===== config.mk =====
export PLATFORM = sky130hd
export DESIGN_NAME = instr_fetch
export DESIGN_NICKNAME = d
export VERILOG_FILES = /design/src/rtl/cpu_pkg.sv /design/src/rtl/fetch_fifo.sv /design/src/rtl/instr_fetch.sv
export SDC_FILE = /design/constraint.sdc
export NUM_CORES = 1
export LEC_CHECK = 0
export CAP_MARGIN = 20
export CORE_ASPECT_RATIO = 1.5
export CORE_MARGIN = 2
export CORE_UTILIZATION = 59
export DETAILED_ROUTE_END_ITERATION = 16
export PLACE_DENSITY = 0.88
export SETUP_SLACK_MARGIN = 0.5
export SYNTH_ARGS = -nofsm -noshare
export SYNTH_HDL_FRONTEND = slang
export SYNTH_SLANG_ARGS = --single-unit

===== constraint.sdc =====
create_clock -name clk -period 11.8 [get_ports clk]
set_input_delay 2.36 -clock clk [delete_from_list [all_inputs] [get_ports clk]]
set_output_delay 2.36 -clock clk [all_outputs]
set_load 0.1 [all_outputs]

===== src/rtl/cpu_pkg.sv =====
// rtl/cpu_pkg.sv - shared fetch FSM states, decoded-instruction record and opcode constants
package cpu_pkg;

   typedef enum logic [1:0] {
      FETCH_OP   = 2'd0,
      FETCH_REG  = 2'd1,
      FETCH_IMM1 = 2'd2,
      FETCH_IMM2 = 2'd3
   } fetch_state_e;

   typedef struct packed {
      logic [4:0]  opcode;
      logic [2:0]  dst;
      logic [2:0]  src1;
      logic [2:0]  src2;
      logic        hasimm1;
      logic        hasimm2;
      logic [7:0]  imm1;
      logic [7:0]  imm2;
      logic [15:0] pc_next;
      logic        illegal;
   } instr_t;

   localparam logic [4:0] OP_CMP = 5'd8;
   localparam logic [4:0] OP_JMP = 5'd15;
   localparam logic [4:0] OP_CAL = 5'd16;
   localparam logic [4:0] OP_RET = 5'd17;
   localparam logic [4:0] OP_PST = 5'd24;
   localparam logic [4:0] OP_PLD = 5'd25;
   localparam logic [4:0] OP_HLT = 5'd31;

   // Opcodes 26..30 are unassigned; they are still queued, only flagged.
   function automatic logic is_illegal(input logic [4:0] op);
      return (op >= 5'd26) && (op <= 5'd30);
   endfunction

endpackage


===== src/rtl/fetch_fifo.sv =====
// rtl/fetch_fifo.sv - small synchronous FIFO of decoded instructions with flush
module fetch_fifo
   import cpu_pkg::*;
#(
   parameter int DEPTH = 2
) (
   input  logic                       clk,
   input  logic                       rst,
   input  logic                       flush_i,
   input  logic                       push_i,
   input  instr_t                     push_data_i,
   input  logic                       pop_i,
   output instr_t                     head_o,
   output logic [$clog2(DEPTH):0]     count_o
);

   localparam int AW = $clog2(DEPTH);
   localparam int CW = AW + 1;

   instr_t          mem_q [DEPTH];
   logic [AW-1:0]   wr_ptr_q;
   logic [AW-1:0]   rd_ptr_q;
   logic [CW-1:0]   count_q;
   logic [CW-1:0]   count_d;
   logic            do_push;
   logic            do_pop;

   always_comb begin
      do_pop  = pop_i & (count_q != '0);
      // A full FIFO still accepts a push when the head leaves in the same cycle.
      do_push = push_i & ((count_q < CW'(DEPTH)) | do_pop);
      count_d = count_q;
      if (do_push & ~do_pop) begin
         count_d = count_q + CW'(1);
      end else if (~do_push & do_pop) begin
         count_d = count_q - CW'(1);
      end
   end

   always_ff @(posedge clk or posedge rst) begin
      if (rst) begin
         for (int i = 0; i < DEPTH; i++) begin
            mem_q[i] <= '0;
         end
         wr_ptr_q <= '0;
         rd_ptr_q <= '0;
         count_q  <= '0;
      end else if (flush_i) begin
         wr_ptr_q <= '0;
         rd_ptr_q <= '0;
         count_q  <= '0;
      end else begin
         if (do_push) begin
            mem_q[wr_ptr_q] <= push_data_i;
            wr_ptr_q        <= wr_ptr_q + AW'(1);
         end
         if (do_pop) begin
            rd_ptr_q <= rd_ptr_q + AW'(1);
         end
         count_q <= count_d;
      end
   end

   assign head_o  = mem_q[rd_ptr_q];
   assign count_o = count_q;

endmodule


===== src/rtl/instr_fetch.sv =====
// rtl/instr_fetch.sv - byte-serial instruction fetch and decode into a prefetch FIFO
module instr_fetch
   import cpu_pkg::*;
#(
   parameter int FIFO_DEPTH = 2
) (
   input  logic        clk,
   input  logic        sync_rst,
   output logic [15:0] rom_addr,
   input  logic [7:0]  rom_data,
   input  logic        redirect_valid,
   input  logic [15:0] redirect_pc,
   input  logic        halt,
   output logic        out_valid,
   input  logic        out_ready,
   output logic [4:0]  out_opcode,
   output logic [2:0]  out_dst,
   output logic [2:0]  out_src1,
   output logic [2:0]  out_src2,
   output logic        out_hasimm1,
   output logic        out_hasimm2,
   output logic [7:0]  out_imm1,
   output logic [7:0]  out_imm2,
   output logic [15:0] out_pc_next,
   output logic        out_illegal
);

   localparam int CW = $clog2(FIFO_DEPTH) + 1;

   fetch_state_e  state_q, state_d;
   logic [15:0]   pc_q, pc_d;
   logic [4:0]    opcode_q, opcode_d;
   logic [2:0]    dst_q, dst_d;
   logic [2:0]    src1_q, src1_d;
   logic [2:0]    src2_q, src2_d;
   logic          hasimm1_q, hasimm1_d;
   logic          hasimm2_q, hasimm2_d;
   logic [7:0]    imm1_q, imm1_d;

   logic [15:0]   pc_inc;
   logic          push;
   logic          pop;
   logic          flush;
   logic          has_room;
   instr_t        push_data;
   instr_t        head;
   logic [CW-1:0] count;

   assign pc_inc   = pc_q + 16'd1;
   assign has_room = (count < CW'(FIFO_DEPTH));

   always_comb begin
      state_d   = state_q;
      pc_d      = pc_q;
      opcode_d  = opcode_q;
      dst_d     = dst_q;
      src1_d    = src1_q;
      src2_d    = src2_q;
      hasimm1_d = hasimm1_q;
      hasimm2_d = hasimm2_q;
      imm1_d    = imm1_q;
      push      = 1'b0;
      flush     = 1'b0;
      // Redirect wins over halt, push and pop; no ROM byte is consumed.
      if (redirect_valid) begin
         flush   = 1'b1;
         pc_d    = redirect_pc;
         state_d = FETCH_OP;
      end else if (!halt) begin
         unique case (state_q)
            FETCH_OP: begin
               if (has_room) begin
                  opcode_d = rom_data[4:0];
                  dst_d    = rom_data[7:5];
                  pc_d     = pc_inc;
                  state_d  = FETCH_REG;
               end
            end
            FETCH_REG: begin
               hasimm1_d = rom_data[7];
               hasimm2_d = rom_data[6];
               src1_d    = rom_data[5:3];
               src2_d    = rom_data[2:0];
               pc_d      = pc_inc;
               if (rom_data[7]) begin
                  state_d = FETCH_IMM1;
               end else if (rom_data[6]) begin
                  state_d = FETCH_IMM2;
               end else begin
                  push    = 1'b1;
                  state_d = FETCH_OP;
               end
            end
            FETCH_IMM1: begin
               imm1_d = rom_data;
               pc_d   = pc_inc;
               if (hasimm2_q) begin
                  state_d = FETCH_IMM2;
               end else begin
                  push    = 1'b1;
                  state_d = FETCH_OP;
               end
            end
            FETCH_IMM2: begin
               pc_d    = pc_inc;
               push    = 1'b1;
               state_d = FETCH_OP;
            end
            default: state_d = FETCH_OP;
         endcase
      end
   end

   // The record is assembled from next-state fields so the final byte lands in it directly.
   always_comb begin
      push_data         = '0;
      push_data.opcode  = opcode_d;
      push_data.dst     = dst_d;
      push_data.src1    = src1_d;
      push_data.src2    = src2_d;
      push_data.hasimm1 = hasimm1_d;
      push_data.hasimm2 = hasimm2_d;
      push_data.imm1    = hasimm1_d ? imm1_d : 8'h00;
      push_data.imm2    = hasimm2_d ? rom_data : 8'h00;
      push_data.pc_next = pc_inc;
      push_data.illegal = is_illegal(opcode_d);
   end

   always_ff @(posedge clk or posedge sync_rst) begin
      if (sync_rst) begin
         state_q   <= FETCH_OP;
         pc_q      <= 16'h0000;
         opcode_q  <= '0;
         dst_q     <= '0;
         src1_q    <= '0;
         src2_q    <= '0;
         hasimm1_q <= 1'b0;
         hasimm2_q <= 1'b0;
         imm1_q    <= '0;
      end else begin
         state_q   <= state_d;
         pc_q      <= pc_d;
         opcode_q  <= opcode_d;
         dst_q     <= dst_d;
         src1_q    <= src1_d;
         src2_q    <= src2_d;
         hasimm1_q <= hasimm1_d;
         hasimm2_q <= hasimm2_d;
         imm1_q    <= imm1_d;
      end
   end

   assign out_valid = (count != '0) & ~halt;
   assign pop       = out_valid & out_ready & ~redirect_valid;

   fetch_fifo #(
      .DEPTH (FIFO_DEPTH)
   ) u_fifo (
      .clk         (clk),
      .rst         (sync_rst),
      .flush_i     (flush),
      .push_i      (push),
      .push_data_i (push_data),
      .pop_i       (pop),
      .head_o      (head),
      .count_o     (count)
   );

   assign rom_addr    = pc_q;
   assign out_opcode  = head.opcode;
   assign out_dst     = head.dst;
   assign out_src1    = head.src1;
   assign out_src2    = head.src2;
   assign out_hasimm1 = head.hasimm1;
   assign out_hasimm2 = head.hasimm2;
   assign out_imm1    = head.imm1;
   assign out_imm2    = head.imm2;
   assign out_pc_next = head.pc_next;
   assign out_illegal = head.illegal;

endmodule


==> metrics, run 1 <==
Min-Delay Path Class=reg2reg; final hold vios=0; Placement Setup Slack=4.84 ns; element type at the critical path start=input port; CTS Hold Bufs=0; final setup fails=0; # IOs=95; RSZ-0062 raised after global routing=no; worst r2r dst=u_fifo.mem_q[82]; Setup TNS Final=0 ns; Syn Nets=575; CP startpoint=halt; R2R cell count=5; Period minus WS final=6.96 ns; critical path arrival=4.60 ns; Leak=3.78 nW; Die Wd=92.6 um; Worst Clk Skew=0.00736 ns; Clock Path Buffers=2; vias in the first global route=5104; Routed WL per cell=19.9 um; layout cell share with drive strength beyond 1=31.2%; hold_ws=0.490 ns; Num CTS Buffers=17; top cells by area, synth=dfrtp_1 52%, mux2_2 24%, mux2_1 2.1%; DR DRC count=0; htree depth=4; cell area power density=252 nW/um^2; placed cell areas=7950 um^2; Core Region=11500 um^2; Synth cell types=53; status=completed; EDFF count, synth=0; I/O Buffers=94; post-synthesis sequential area ratio=51.8%; Row Count=48; Slew headroom=32.4%; synthesized area per cell=12.8 um^2; post-cts gate resize count=0; Yosys Warn Count=0; Final Instance Area=8530 um^2; flop2flop setup slack=8.86 ns; synthesized area=6950 um^2; final wirelength=15800 um; grt ovf=0; maximum VDD drop=217 uV; period utilisation layout=59.0%; pin count of the biggest net entering global routing=90; Worst setup EP type=output port; Post-DRT Antenna Nets=0; Tot Pwr=0.00215 W; Worst Setup EP=out_valid; CTS tree=built; kind of critical path=in2out; Die ar.=12700 um^2; Clk Latency, worst-skew pair=0.42 ns; Req. time, crit path=9.44 ns; drt pass-1 iters=5; chip height=137 um; Achievable Freq=144 MHz; Vias/cell=5.99; clock-pin transition on the worst setup and hold timing paths=0.06 ns; CP max FO=19; Worst R2R Start=state_q[0]; GRT Total Usage=26.1%; Worst Max-Slew Pin Slew=1.01 ns; Iter 0 DRT Violations=294; Synth Flop Type=dfrtp_1; CTS root buf=clkbuf_16; asr flop ratio synth=100%; Slew Limit Fails=0; total number of vias=4754; fin nets=661; HPWL after DPL=10200 um; initial antenna violation count=0; ant diodes=0; GPL Wtd Cong=0.794; final worst slack=4.84 ns; initial core utilization=60.3%; Yosys top cell by area=dfrtp_1; Cells after Synth=545; Area growth syn-to-layout=22.7%; post-CTS setup buffer count=0; wire length of the first global-routing pass=25400 um; top-area cell type share of the netlist area=51.8%; Commonest cells post-synth=148 x mux2_2, 144 x dfrtp_1, 22 x nand2_1; CTS Sinks=144; MaxCap Viol Count=0; Synth Register Bits=144; most frequent cell after synthesis=mux2_2
## cell families (layout without fill, tap and decap cells)
group / after synthesis / after routing / synth area share (%)
xor gates and xnor gates: 21 / 21 / 2.65
muxes: 171 / 171 / 27.7
and+or+nand+nor: 117 / 117 / 9.88
adders and majority gates: 1 / 1 / 0.180
DFF: 144 / 144 / 51.8
buffers and inverters: 45 / 144 / 3.42
AOI/OAI and AO/OA: 46 / 46 / 4.39
## metrics by stage
stage / std cells / utilization [%]
after floorplan: 545 / -
after global placement: 761 / 68.9
after detailed placement: 761 / 68.9
after CTS: 793 / 73.8
after global routing: 794 / 74.0
final: 794 / 74.0
## placed cells by master, fill, tap and decap left out, types with 5 or more instances in the layout
cell type	instances
mux2_2	148
dfrtp_1	143
clkdlybuf4s50_1	94
nand2_1	22
o21ai_0	17
clkbuf_16	17
and2_1	16
nor2_1	16
mux2_1	13
xnor2_1	12
nor4_1	11
nand3_1	10
nor3_1	10
inv_1	9
xor2_1	9
mux2i_1	8
a21oi_1	7
buf_4	6
nand2b_1	5
## worst min-delay path by stage
stage | from | to | slack, ns | cells after the start
after floorplan | u_fifo.mem_q[60] | u_fifo.mem_q[60] | 0.45 | 1
after global placement | u_fifo.mem_q[77] | u_fifo.mem_q[77] | 0.46 | 1
after detailed placement | u_fifo.mem_q[76] | u_fifo.mem_q[76] | 0.47 | 1
after CTS | u_fifo.mem_q[76] | u_fifo.mem_q[76] | 0.49 | 1
after global routing | u_fifo.mem_q[76] | u_fifo.mem_q[76] | 0.50 | 1
final | imm1_q[7] | imm1_q[7] | 0.49 | 1
## power breakdown
part           internal, W  switching, W  leakage, nW
Combinational     0.000277      0.000701         1.64
Clock             0.000283      0.000217        0.268
Sequential        0.000605     0.0000669         1.88
Total              0.00116      0.000986         3.78
## area by class of cell
type                            instances  area, um^2
Sequential cell                       144        3600
Multi-Input combinational cell        356        3120
Fill cell                             761        3000
Timing Repair Buffer                  101        1010
Clock buffer                           19         453
Tap cell                              150         188
Clock inverter                         13         105
Inverter                               11        46.3
## routing by layer
layer	track usage [%]	part of all wire (%)	up-vias
li1	-	-	2133
met1	30.0	39	2405
met2	46.4	52	176
met3	5.51	4.7	40
met4	12.2	3.3	0
met5	0	0	-
## state kept, by name, indices dropped and copies added, names as in the netlist
| name | flops |
|---|---|
| u_fifo.count_o | 2 |
| dst_q | 3 |
| u_fifo.rd_ptr_q | 1 |
| src2_q | 3 |
| src1_q | 3 |
| hasimm1_q | 1 |
| hasimm2_q | 1 |
| opcode_q | 5 |
| state_q | 2 |
| u_fifo.mem_q | 98 |
| imm1_q | 8 |
| u_fifo.wr_ptr_q | 1 |
| rom_addr | 16 |
## critical path: stages
cell	delay [ns]
clkdlybuf4s50_1	0.80
nor2_1	0.28
clkdlybuf4s50_1	1.16
(Power assumes the default switching activity.)
==> run 2, diff against run 1 <==
--- a/config.mk
+++ b/config.mk
@@ -8,9 +8,9 @@
 export CAP_MARGIN = 20
 export CORE_ASPECT_RATIO = 1.5
 export CORE_MARGIN = 2
-export CORE_UTILIZATION = 59
+export CORE_UTILIZATION = 50
 export DETAILED_ROUTE_END_ITERATION = 16
-export PLACE_DENSITY = 0.88
+export PLACE_DENSITY = 0.8
 export SETUP_SLACK_MARGIN = 0.5
 export SYNTH_ARGS = -nofsm -noshare
 export SYNTH_HDL_FRONTEND = slang
==> constraint.sdc (replaced) <==
create_clock -name clk -period 6.1 [get_ports clk]
set_input_delay 1.22 -clock clk [delete_from_list [all_inputs] [get_ports clk]]
set_output_delay 1.22 -clock clk [all_outputs]
set_load 0.1 [all_outputs]
==> run 2 against run 1 <==
Against the previous run: utilization down 11 points; critical endpoint is now out_imm2[6]; total power up 96%; die area up 17%; sequential share of layout area down 0.22 points; critical path depth up 1; clock-buffer cell count up 1; hold slack worse by 0.0073 ns.
==> metrics, run 2 (synthesis gave the netlist of run 1 again) <==
final worst slack=1.76 ns; Achievable Freq=230 MHz; element type at the critical path start=flip-flop; CTS Sinks=144; Placement Setup Slack=1.80 ns; htree depth=4; Worst R2R Start=state_q[0]; Clk Latency, worst-skew pair=0.41 ns; worst r2r dst=u_fifo.mem_q[8]; critical path arrival=3.12 ns; vias in the first global route=4981; max reg flops=98; final hold vios=0; Period minus WS final=4.34 ns; Worst Max-Slew Pin Slew=1.00 ns; Req. time, crit path=4.88 ns; Row Count=52; Worst Clk Skew=0.00979 ns; Worst Setup EP=out_imm2[6]; I/O Buffers=94; RSZ-0062 raised after global routing=no; kind of critical path=reg2out; post-CTS setup buffer count=0; Area growth syn-to-layout=23.4%; total number of vias=4644; CTS tree=built; Slew Limit Fails=0; post-cts gate resize count=0; CTS root buf=clkbuf_16; pin count of the biggest net entering global routing=103; GPL Wtd Cong=0.824; clock-pin transition on the worst setup and hold timing paths=0.06 ns; ant diodes=0; Vias/cell=5.78; fin nets=661; Final Instance Area=8580 um^2; fillers=1036; CP max FO=31; Leak=3.80 nW; Final Core Density=63.4%; Clock Path Buffers=2; register area=3600 um^2; HPWL after DPL=10200 um; Die ar.=14900 um^2; initial core utilization=51.4%; status=completed; footprint of the multi-input gates=3120 um^2; R2R cell count=5; Worst setup EP type=output port; # IOs=95; chip height=148 um; Core Region=13500 um^2; Num CTS Buffers=17; DR DRC count=0; MaxCap Viol Count=0; Reg with most FFs=u_fifo.mem_q; Die Wd=100 um; flop2flop setup slack=3.43 ns; GRT Total Usage=21.1%; Post-DRT Antenna Nets=0; final setup fails=0; Routed WL per cell=18.8 um; maximum VDD drop=335 uV; cell area power density=491 nW/um^2; drt pass-1 iters=4; most common cell after layout, fill and taps aside=mux2_2; period utilisation layout=71.1%; most frequent cells in the layout=148 x mux2_2, 143 x dfrtp_1, 94 x clkdlybuf4s50_1, 22 x nand2_1; wire length of the first global-routing pass=24400 um; CTS Hold Bufs=0; Tot Pwr=0.00421 W; initial antenna violation count=0; Setup TNS Final=0 ns; placed cell areas=7980 um^2; CP startpoint=u_fifo.rd_ptr_q; layout cell share with drive strength beyond 1=30.8%; Iter 0 DRT Violations=205; final wirelength=15100 um; grt ovf=0; Slew headroom=33.1%; Min-Delay Path Class=reg2reg
[run 2: worst min-delay path by stage]
stage,from,endpoint,slack (ns),cells after the start
6_report,u_fifo.mem_q[63],u_fifo.mem_q[63],0.48,1
4_1_cts,u_fifo.mem_q[63],u_fifo.mem_q[63],0.49,1
3_3_place_gp,u_fifo.mem_q[74],u_fifo.mem_q[74],0.46,1
2_1_floorplan,u_fifo.mem_q[60],u_fifo.mem_q[60],0.45,1
3_5_place_dp,u_fifo.mem_q[63],u_fifo.mem_q[63],0.47,1
5_1_grt,imm1_q[3],imm1_q[3],0.50,1
[run 2: per-layer routing]
metal	track usage (%)	vias up	wire, um
li1	-	2124	-
met1	24.6	2357	6060
met2	36.5	139	8100
met3	5.50	24	605
met4	8.90	0	385
met5	0	-	0
[run 2: layout make-up]
type / instances / share of cell area [%]
timing repair buffer: 101 / 11.7
inverter: 11 / 0.540
clock buffer: 20 / 5.32
tap: 162 / 2.36
sequential: 144 / 42.0
multi-input combinational: 356 / 36.4
clock inverter: 10 / 1.60
[run 2: critical path, cell delays in order, from the launching register on]
cell	delay, ns
dfrtp_2	0.76
buf_4	0.50
nand2_1	0.09
o21ai_0	0.15
clkdlybuf4s50_1	1.20
[run 2: power by group]
group          switching [W]  internal (W)
Sequential          0.000117       0.00117
Clock               0.000378      0.000659
Combinational        0.00135      0.000534
Total                0.00185       0.00236
[run 2: stage by stage]
| stage | std cells | hold slack [ns] |
|---|---|---|
| floorplan | 545 | 0.454 |
| global placement | 774 | 0.464 |
| detailed placement | 774 | 0.474 |
| CTS | 804 | 0.487 |
| global route | 804 | 0.504 |
| finish | 804 | 0.483 |
